## src/rtl/regfile_wr_arbiter.sv

```systemverilog
// Round-robin arbiter sharing the register file's single write port between NREQ
// writeback requesters; the winner is registered onto we3/A3/WD3 one cycle after acceptance.
module regfile_wr_arbiter #(
    parameter int NREQ = 2,
    parameter int AW   = 5,
    parameter int DW   = 32,
    parameter int CW   = 16
) (
    input  logic               clk,
    input  logic               reset,
    input  logic               stall,
    input  logic [NREQ-1:0]    req_valid,
    input  logic [NREQ*AW-1:0] req_addr,
    input  logic [NREQ*DW-1:0] req_data,
    output logic [NREQ-1:0]    req_ready,
    output logic               we3,
    output logic [AW-1:0]      A3,
    output logic [DW-1:0]      WD3,
    output logic [1:0]         grant_id,
    output logic               zero_drop,
    output logic [CW-1:0]      wr_count
);

    logic [1:0]      r_rr_ptr;
    logic            r_we3;
    logic [AW-1:0]   r_a3;
    logic [DW-1:0]   r_wd3;
    logic [1:0]      r_grant_id;
    logic            r_zero_drop;
    logic [CW-1:0]   r_wr_count;

    logic [NREQ-1:0] w_ready;
    logic [1:0]      w_win;
    logic            w_found;
    logic [2:0]      w_idx;
    logic            w_xfer;
    logic [1:0]      w_ptr_next;
    logic [AW-1:0]   w_addr;
    logic [DW-1:0]   w_data;
    logic [AW-1:0]   w_addr_arr [NREQ];
    logic [DW-1:0]   w_data_arr [NREQ];

    genvar gi;
    generate
        for (gi = 0; gi < NREQ; gi++) begin : g_unpack
            assign w_addr_arr[gi] = req_addr[gi*AW +: AW];
            assign w_data_arr[gi] = req_data[gi*DW +: DW];
        end
    endgenerate

    // Scan from the pointer upward (mod NREQ); the first valid requester wins.
    always_comb begin
        w_ready = '0;
        w_win   = '0;
        w_found = 1'b0;
        w_idx   = '0;
        if (!stall) begin
            for (int k = 0; k < NREQ; k++) begin
                w_idx = {1'b0, r_rr_ptr} + 3'(k);
                if (w_idx >= 3'(NREQ))
                    w_idx = w_idx - 3'(NREQ);
                for (int j = 0; j < NREQ; j++) begin
                    if (!w_found && (w_idx == 3'(j)) && req_valid[j]) begin
                        w_ready[j] = 1'b1;
                        w_win      = 2'(j);
                        w_found    = 1'b1;
                    end
                end
            end
        end
    end

    always_comb begin
        w_addr = '0;
        w_data = '0;
        for (int j = 0; j < NREQ; j++) begin
            if (w_ready[j]) begin
                w_addr = w_addr_arr[j];
                w_data = w_data_arr[j];
            end
        end
    end

    assign w_xfer     = |w_ready;
    assign w_ptr_next = (w_win == 2'(NREQ - 1)) ? 2'd0 : w_win + 2'd1;

    // Writes to register 0 are accepted (pointer advances) but never reach the write port.
    always_ff @(posedge clk or negedge reset) begin
        if (!reset) begin
            r_rr_ptr    <= '0;
            r_we3       <= 1'b0;
            r_a3        <= '0;
            r_wd3       <= '0;
            r_grant_id  <= '0;
            r_zero_drop <= 1'b0;
            r_wr_count  <= '0;
        end else if (w_xfer) begin
            r_a3       <= w_addr;
            r_wd3      <= w_data;
            r_grant_id <= w_win;
            r_rr_ptr   <= w_ptr_next;
            if (w_addr != '0) begin
                r_we3       <= 1'b1;
                r_zero_drop <= 1'b0;
                if (r_wr_count != '1)
                    r_wr_count <= r_wr_count + 1'b1;
            end else begin
                r_we3       <= 1'b0;
                r_zero_drop <= 1'b1;
            end
        end else begin
            r_we3       <= 1'b0;
            r_zero_drop <= 1'b0;
        end
    end

    assign req_ready = w_ready;
    assign we3       = r_we3;
    assign A3        = r_a3;
    assign WD3       = r_wd3;
    assign grant_id  = r_grant_id;
    assign zero_drop = r_zero_drop;
    assign wr_count  = r_wr_count;

endmodule

```

## config.mk

```make
export PLATFORM = sky130hd
export DESIGN_NAME = regfile_wr_arbiter
export DESIGN_NICKNAME = d
export VERILOG_FILES = /design/src/rtl/regfile_wr_arbiter.sv
export SDC_FILE = /design/constraint.sdc
export NUM_CORES = 1
export LEC_CHECK = 0
export CAP_MARGIN = 15
export CORE_MARGIN = 2
export CORE_UTILIZATION = 31
export DETAILED_ROUTE_END_ITERATION = 7
export PLACE_DENSITY = 0.67
export RECOVER_POWER = 25
export SYNTH_ARGS = -nofsm -noshare
export SYNTH_HDL_FRONTEND = slang
export SYNTH_SLANG_ARGS = --single-unit
```

## constraint.sdc

```tcl
create_clock -name clk -period 1.93 [get_ports clk]
set_input_delay 0.2895 -clock clk [delete_from_list [all_inputs] [get_ports clk]]
set_output_delay 0.2895 -clock clk [all_outputs]
set_load 0.005 [all_outputs]
```

==> results.py, run 1 <==
metrics = {
    "timing": {
        "slew_at_the_pin_with_the_worst_max_slew_slack_ns": 0.727,
        "slew_headroom_pct": 51.5,
        "timing.fmax_mhz": 546,
        "setup_viol": 0,
        "skew_ns": 0.00536,
        "period_minus_slack_ns": 1.83,
        "setup_ws_ns": 0.0990,
        "post_route_hold_slack_ns": 0.446,
        "rsz_0062_raised_after_global_routing": "false",
        "report.final.hold_viol_count": 0,
        "report.final.slew_viol_count": 0,
        "setup_tns_ns": 0,
        "final_min_period_over_clock_period_pct": 94.9,
    },
    "yosys": {
        "yosys_register_bits": 57,
        "synthDominantCellAreaShare_pct": 56.9,
        "ys_top_cells_by_area": "dfrtp_1 57%, nor2_1 11%, o22ai_1 8.0%",
        "synth_cells": 256,
        "synth_cell_type_count": 32,
        "synthesis.area_per_instance_um2": 9.79,
        "ys_seq_area_share_pct": 56.9,
        "yosysWarnings": 0,
        "synthFlopType": "dfrtp_1",
        "synth_top_cells_by_count": "71 x nor2_1, 57 x dfrtp_1, 32 x o22ai_1, 15 x nand2_1, 13 x xnor2_1",
        "synthArstFlopShare_pct": 100,
        "synthesis.nets": 336,
        "post-synth-top-count-cell": "nor2_1",
        "syn-cell-area_um2": 2510,
        "number_of_enable_flip_flop_cells_after_synthesis": 0,
        "synth_largest_area_cell": "dfrtp_1",
    },
    "floorplanning": {
        "area_of_the_core_region_um2": 7770,
        "std_cell_rows": 32,
        "initial_core_util_pct": 32.3,
        "die_height_um": 93.9,
        "floorplan.io_pins": 138,
        "die_footprint_um2": 8820,
        "die_x_um": 93.9,
    },
    "routing": {
        "drt_pre_antenna_iters": 4,
        "via_per_inst": 4.72,
        "detail_route.drc_violations": 0,
        "vias": 2453,
        "drt.antenna.violating_nets": 0,
        "detail_route.wl_per_cell_um": 14.6,
        "dr.first_iter.drc_count": 63,
        "postRouteWirelength_um": 7610,
    },
    "cells_and_area": {
        "antenna_cells_inserted": 0,
        "multi_input_comb_area_um2": 1010,
        "syn_to_final_growth_pct": 72.2,
        "share_of_the_core_filled_with_cells_in_the_final_layout_pct": 55.6,
        "nFillCells": 701,
        "ff_latch_area_um2": 1430,
        "layout-drive-gt1-share_pct": 10.8,
        "layout.nets": 493,
    },
    "power": {
        "power.density_cell_area_nw_per_um2": 883,
        "total_leakage_power_nw": 1.83,
        "irDropWorstVdd_mv": 0.680,
        "total_power_w": 0.00381,
    },
    "flow_run": {
        "maxCapViolCount": 0,
    },
    "clock_tree": {
        "numClockSinks": 57,
        "clk-insertion-delay-late_ns": 0.32,
        "cts_htree_levels": 3,
        "cts_tree": "yes",
        "ctsLongestPathBuffers": 2,
        "clk_transition_reported_paths_ns": 0.06,
        "numCtsBuffers": 9,
        "clk_root_buffer_cell": "clkbuf_8",
    },
    "global_routing": {
        "grt_start_max_net_pins": 25,
        "vias_in_the_first_global_route": 2452,
        "grt_first_pass_wirelength_um": 11900,
        "antenna_found_initial": 0,
        "gr_ovfl_total": 0,
        "global_route.usage.total_pct": 17.4,
    },
    "critical_path": {
        "worst-r2r-cell-count": 8,
        "cp.arrival_ns": 2.04,
        "timing.setup.critical_path_class": "reg2reg",
        "startpoint_type": "register",
        "worst-endpoint-required_ns": 2.14,
        "path_max_fanout": 4,
        "worstSetupEndpointType": "register",
    },
    "worst_hold_path": {
        "min_path_type": "in2async",
    },
    "placed_design": {
        "placement.setup.worst_slack_ns": -0.266,
        "place.gp.congestion": 0.831,
        "dp_hpwl_um": 5740,
        "portBuffers": 136,
    },
    "outcome": {
        "run_status": "finished clean",
    },
}
[stage by stage]
step | instances | area (µm²)
6_report | 520 | 4320
5_1_grt | 520 | 4320
4_1_cts | 520 | 4330
3_5_place_dp | 501 | 4100
3_3_place_gp | 501 | 4100
2_1_floorplan | 256 | 2510
[power breakdown]
group	internal [W]	switching [W]	total, W	leakage, nW
Combinational	0.000760	0.000449	0.00121	1.06
Sequential	0.00141	0.000145	0.00155	0.671
Clock	0.000603	0.000446	0.00105	0.102
Total	0.00277	0.00104	0.00381	1.83
[repair_timing]
action                                 CTS  global route
setup endpoints to repair                2             0
gates resized for setup                  7             0
buffers inserted                         2             0
endpoints found under the hold margin   19             0
hold buffers                             1             0
[sequential cells by signal (all words and copies together), names as in the netlist]
register	cells
A3	5
WD3	32
grant_id	1
r_rr_ptr	1
we3	1
wr_count	16
zero_drop	1
[critical path, cell delays in order (launching register included)]
cell	delay [ns]
dfrtp_1	0.38
buf_4	0.15
a21boi_4	0.17
nand2b_1	0.15
o221a_4	0.26
a21oi_4	0.19
buf_4	0.16
nand4_1	0.11
xnor2_1	0.14
[cell families (layout without fill, tap and decap cells)]
| logic type | count (synthesis) | count (layout) | share of synthesized area, % |
|---|---|---|---|
| simple gates | 118 | 118 | 20.8 |
| flops | 57 | 57 | 56.9 |
| buf+inv | 19 | 181 | 3.34 |
| fa+ha+maj | 1 | 1 | 0.499 |
| other cells | 1 | 1 | 0.150 |
| xor+xnor | 14 | 14 | 4.89 |
| mux | 4 | 4 | 1.70 |
| compound gates | 42 | 42 | 11.7 |
[layout make-up]
type,instances,area share [%]
inverters,4,0.348
well taps,102,2.96
clock inverters,2,0.232
clock buffers,14,4.23
repair buffers,161,35.7
flip-flops and latches,57,33.1
multi-input cells,180,23.4
[placed cells by master (no fill, tap or decap), types with 4 or more instances in the layout]
master	netlist	routed
buf_4	1	20
clkdlybuf4s50_1	0	130
nand3_1	6	6
o22ai_1	32	32
dlygate4sd2_1	0	5
nor2b_1	6	6
o21ai_0	4	4
dfrtp_1	57	57
xnor2_1	13	13
nor2_1	71	70
nand4_1	9	9
clkbuf_8	0	13
nand2_1	15	15
inv_1	4	4
[path summary, 6_finish.rpt]
| kind | from | slack, ns | to |
|---|---|---|---|
| min in group clk | req_valid[0] | 0.47 | r_rr_ptr[0] |
| worst min-delay path | reset | 0.45 | wr_count[9] |
| worst max register to register | r_rr_ptr[0] | 0.1 | wr_count[4] |
| worst max-delay path | r_rr_ptr[0] | 0.1 | wr_count[4] |
| worst min register to register | grant_id[0] | 0.48 | grant_id[0] |
| max in group asynchronous | reset | 0.47 | wr_count[5] |
[per-layer routing]
metal,GRT usage [%],part of all wire (%)
met5,0,0
met2,28.2,46
met4,6.16,1.5
met3,5.62,9.0
met1,21.9,43
(Power assumes the default switching activity.)
==> run 2, diff against run 1 <==
ABC_AREA = 0   (was default)
==> results of run 2 <==
The final DEF is identical to that of run 1; final timing and power are the same.
==> run 3, diff against run 2 <==
clock period = 2.35 ns   (was 1.93 ns; I/O delays follow)
==> results.py, run 3 (synthesis gave the netlist of run 1 again) <==
metrics = {
    "clock_tree": {
        "post_cts_hold_buffer_count": 0,
        "ctsResizeCount": 0,
        "clk_root_buffer_cell": "clkbuf_8",
        "ctsLongestPathBuffers": 2,
        "numClockSinks": 57,
        "clk_transition_reported_paths_ns": 0.06,
        "clk-insertion-delay-late_ns": 0.33,
        "numCtsBuffers": 9,
        "cts_htree_levels": 3,
        "cts_tree": "yes",
        "cts_setup_buffers": 0,
    },
    "timing": {
        "rsz_0062_raised_after_global_routing": "false",
        "slew_headroom_pct": 0.501,
        "period_minus_slack_ns": 2.25,
        "final_min_period_over_clock_period_pct": 95.9,
        "report.final.hold_viol_count": 0,
        "setup_viol": 0,
        "skew_ns": 0.00539,
        "slew_at_the_pin_with_the_worst_max_slew_slack_ns": 1.49,
        "report.final.slew_viol_count": 0,
        "timing.fmax_mhz": 444,
        "setup_tns_ns": 0,
    },
    "placed_design": {
        "place.gp.congestion": 0.797,
        "dp_cells": 488,
        "portBuffers": 136,
        "dp_hpwl_um": 5520,
    },
    "routing": {
        "drt_pre_antenna_iters": 6,
        "postRouteWirelength_um": 7590,
        "vias": 2395,
        "via_per_inst": 4.78,
        "detail_route.drc_violations": 0,
        "detail_route.wl_per_cell_um": 15.1,
        "drt.antenna.violating_nets": 0,
        "dr.first_iter.drc_count": 62,
    },
    "cells_and_area": {
        "multi_input_comb_area_um2": 998,
        "post_layout_nonfiller_instances": 501,
        "antenna_cells_inserted": 0,
        "layout_common_cells": "135 x clkdlybuf4s50_1, 70 x nor2_1, 57 x dfrtp_1, 32 x o22ai_1, 15 x nand2_1",
        "nFillCells": 721,
        "layout_commonest_cell": "clkdlybuf4s50_1",
        "layout-drive-gt1-share_pct": 7.27,
        "ff_latch_area_um2": 1430,
        "largest_register_ffs": 32,
        "syn_to_final_growth_pct": 66.4,
        "layout.nets": 477,
    },
    "power": {
        "total_switching_power_w": 0.000817,
        "p_comb_share_pct": 29.5,
        "total_leakage_power_nw": 1.73,
        "net_switching_share_of_the_total_power_pct": 27.3,
        "cellInternalPower_w": 0.00217,
        "power.density_cell_area_nw_per_um2": 717,
        "seq_power_share_pct": 43.9,
        "irDropWorstVdd_mv": 0.470,
        "pwr-share-clk_pct": 26.7,
    },
    "floorplanning": {
        "std_cell_rows": 32,
        "area_of_the_core_region_um2": 7770,
        "floorplan.io_pins": 138,
        "die_height_um": 93.9,
        "die_footprint_um2": 8820,
        "die_x_um": 93.9,
        "initial_core_util_pct": 32.3,
    },
    "outcome": {
        "run_status": "finished, violations left",
        "failed_checks": "capacitance limit",
    },
    "worst_hold_path": {
        "min_path_type": "in2async",
    },
    "global_routing": {
        "global_route.usage.total_pct": 18.0,
        "vias_in_the_first_global_route": 2461,
        "grt_start_max_net_pins": 36,
        "grt_first_pass_wirelength_um": 12200,
        "antenna_found_initial": 0,
        "gr_ovfl_total": 0,
    },
    "critical_path": {
        "cp.arrival_ns": 1.90,
        "timing.setup.critical_path_class": "in2out",
        "worstSetupEndpointType": "output pin",
        "path_max_fanout": 4,
        "worst-endpoint-required_ns": 2.00,
        "startpoint_type": "primary input",
    },
    "flow_run": {
        "maxCapViolCount": 1,
    },
}
==> run 3: path summary, 6_finish.rpt <==
kind,to,from,cells past startpoint,slack (ns)
hold reg to reg,grant_id[0],grant_id[0],2,0.48
min in group clk,grant_id[0],grant_id[0],2,0.48
setup / recovery,req_ready[0],req_valid[0],5,0.1
max in group asynchronous,zero_drop,reset,2,0.50
hold / removal,wr_count[8],reset,1,0.37
setup reg to reg,wr_count[12],r_rr_ptr[0],6,0.55
==> run 3: metal layers <==
layer | track usage (%) | share of wire, % | vias up
met4 | 6.52 | 1.5 | 0
met2 | 30.2 | 47 | 95
met3 | 6.34 | 9.0 | 10
met1 | 21.2 | 43 | 1136
met5 | 0 | 0 | -
li1 | - | - | 1154
==> run 3: metrics by stage <==
stage                     worst slack, ns  util, %  power (W)  instance area, µm²  hold slack (ns)
after floorplan                     0.597        -    0.00160                2510           0.0569
after global placement             0.0876     51.7    0.00221                4020            0.417
after detailed placement           0.0181     51.7    0.00222                4020            0.419
after CTS                          0.0689     53.9    0.00304                4190           0.0625
after global routing              0.00832     53.7    0.00319                4170            0.504
final                              0.0959     53.7    0.00299                4170            0.375
==> run 3: layout make-up <==
cell class | instances | area share [%]
inverter | 4 | 0.360
tap | 102 | 3.06
clock buffer | 13 | 4.05
timing repair buffer | 145 | 34.4
multi-input combinational | 180 | 23.9
sequential | 57 | 34.2
==> run 3: power groups by stage <==
stage / clock (W) / combinational, W / sequential, W
after CTS: 0.000831 / 0.000902 / 0.00131
after global routing: 0.000874 / 0.000972 / 0.00134
after floorplan: 0 / 0.000288 / 0.00132
final: 0.000798 / 0.000881 / 0.00131
after global placement: 0 / 0.000882 / 0.00132
after detailed placement: 0 / 0.000897 / 0.00132
==> run 3: critical path: stages <==
cell and delay, ns:
clkdlybuf4s50_1 0.53, a21boi_2 0.25, nand2b_1 0.18, inv_1 0.09, clkdlybuf4s50_1 0.50
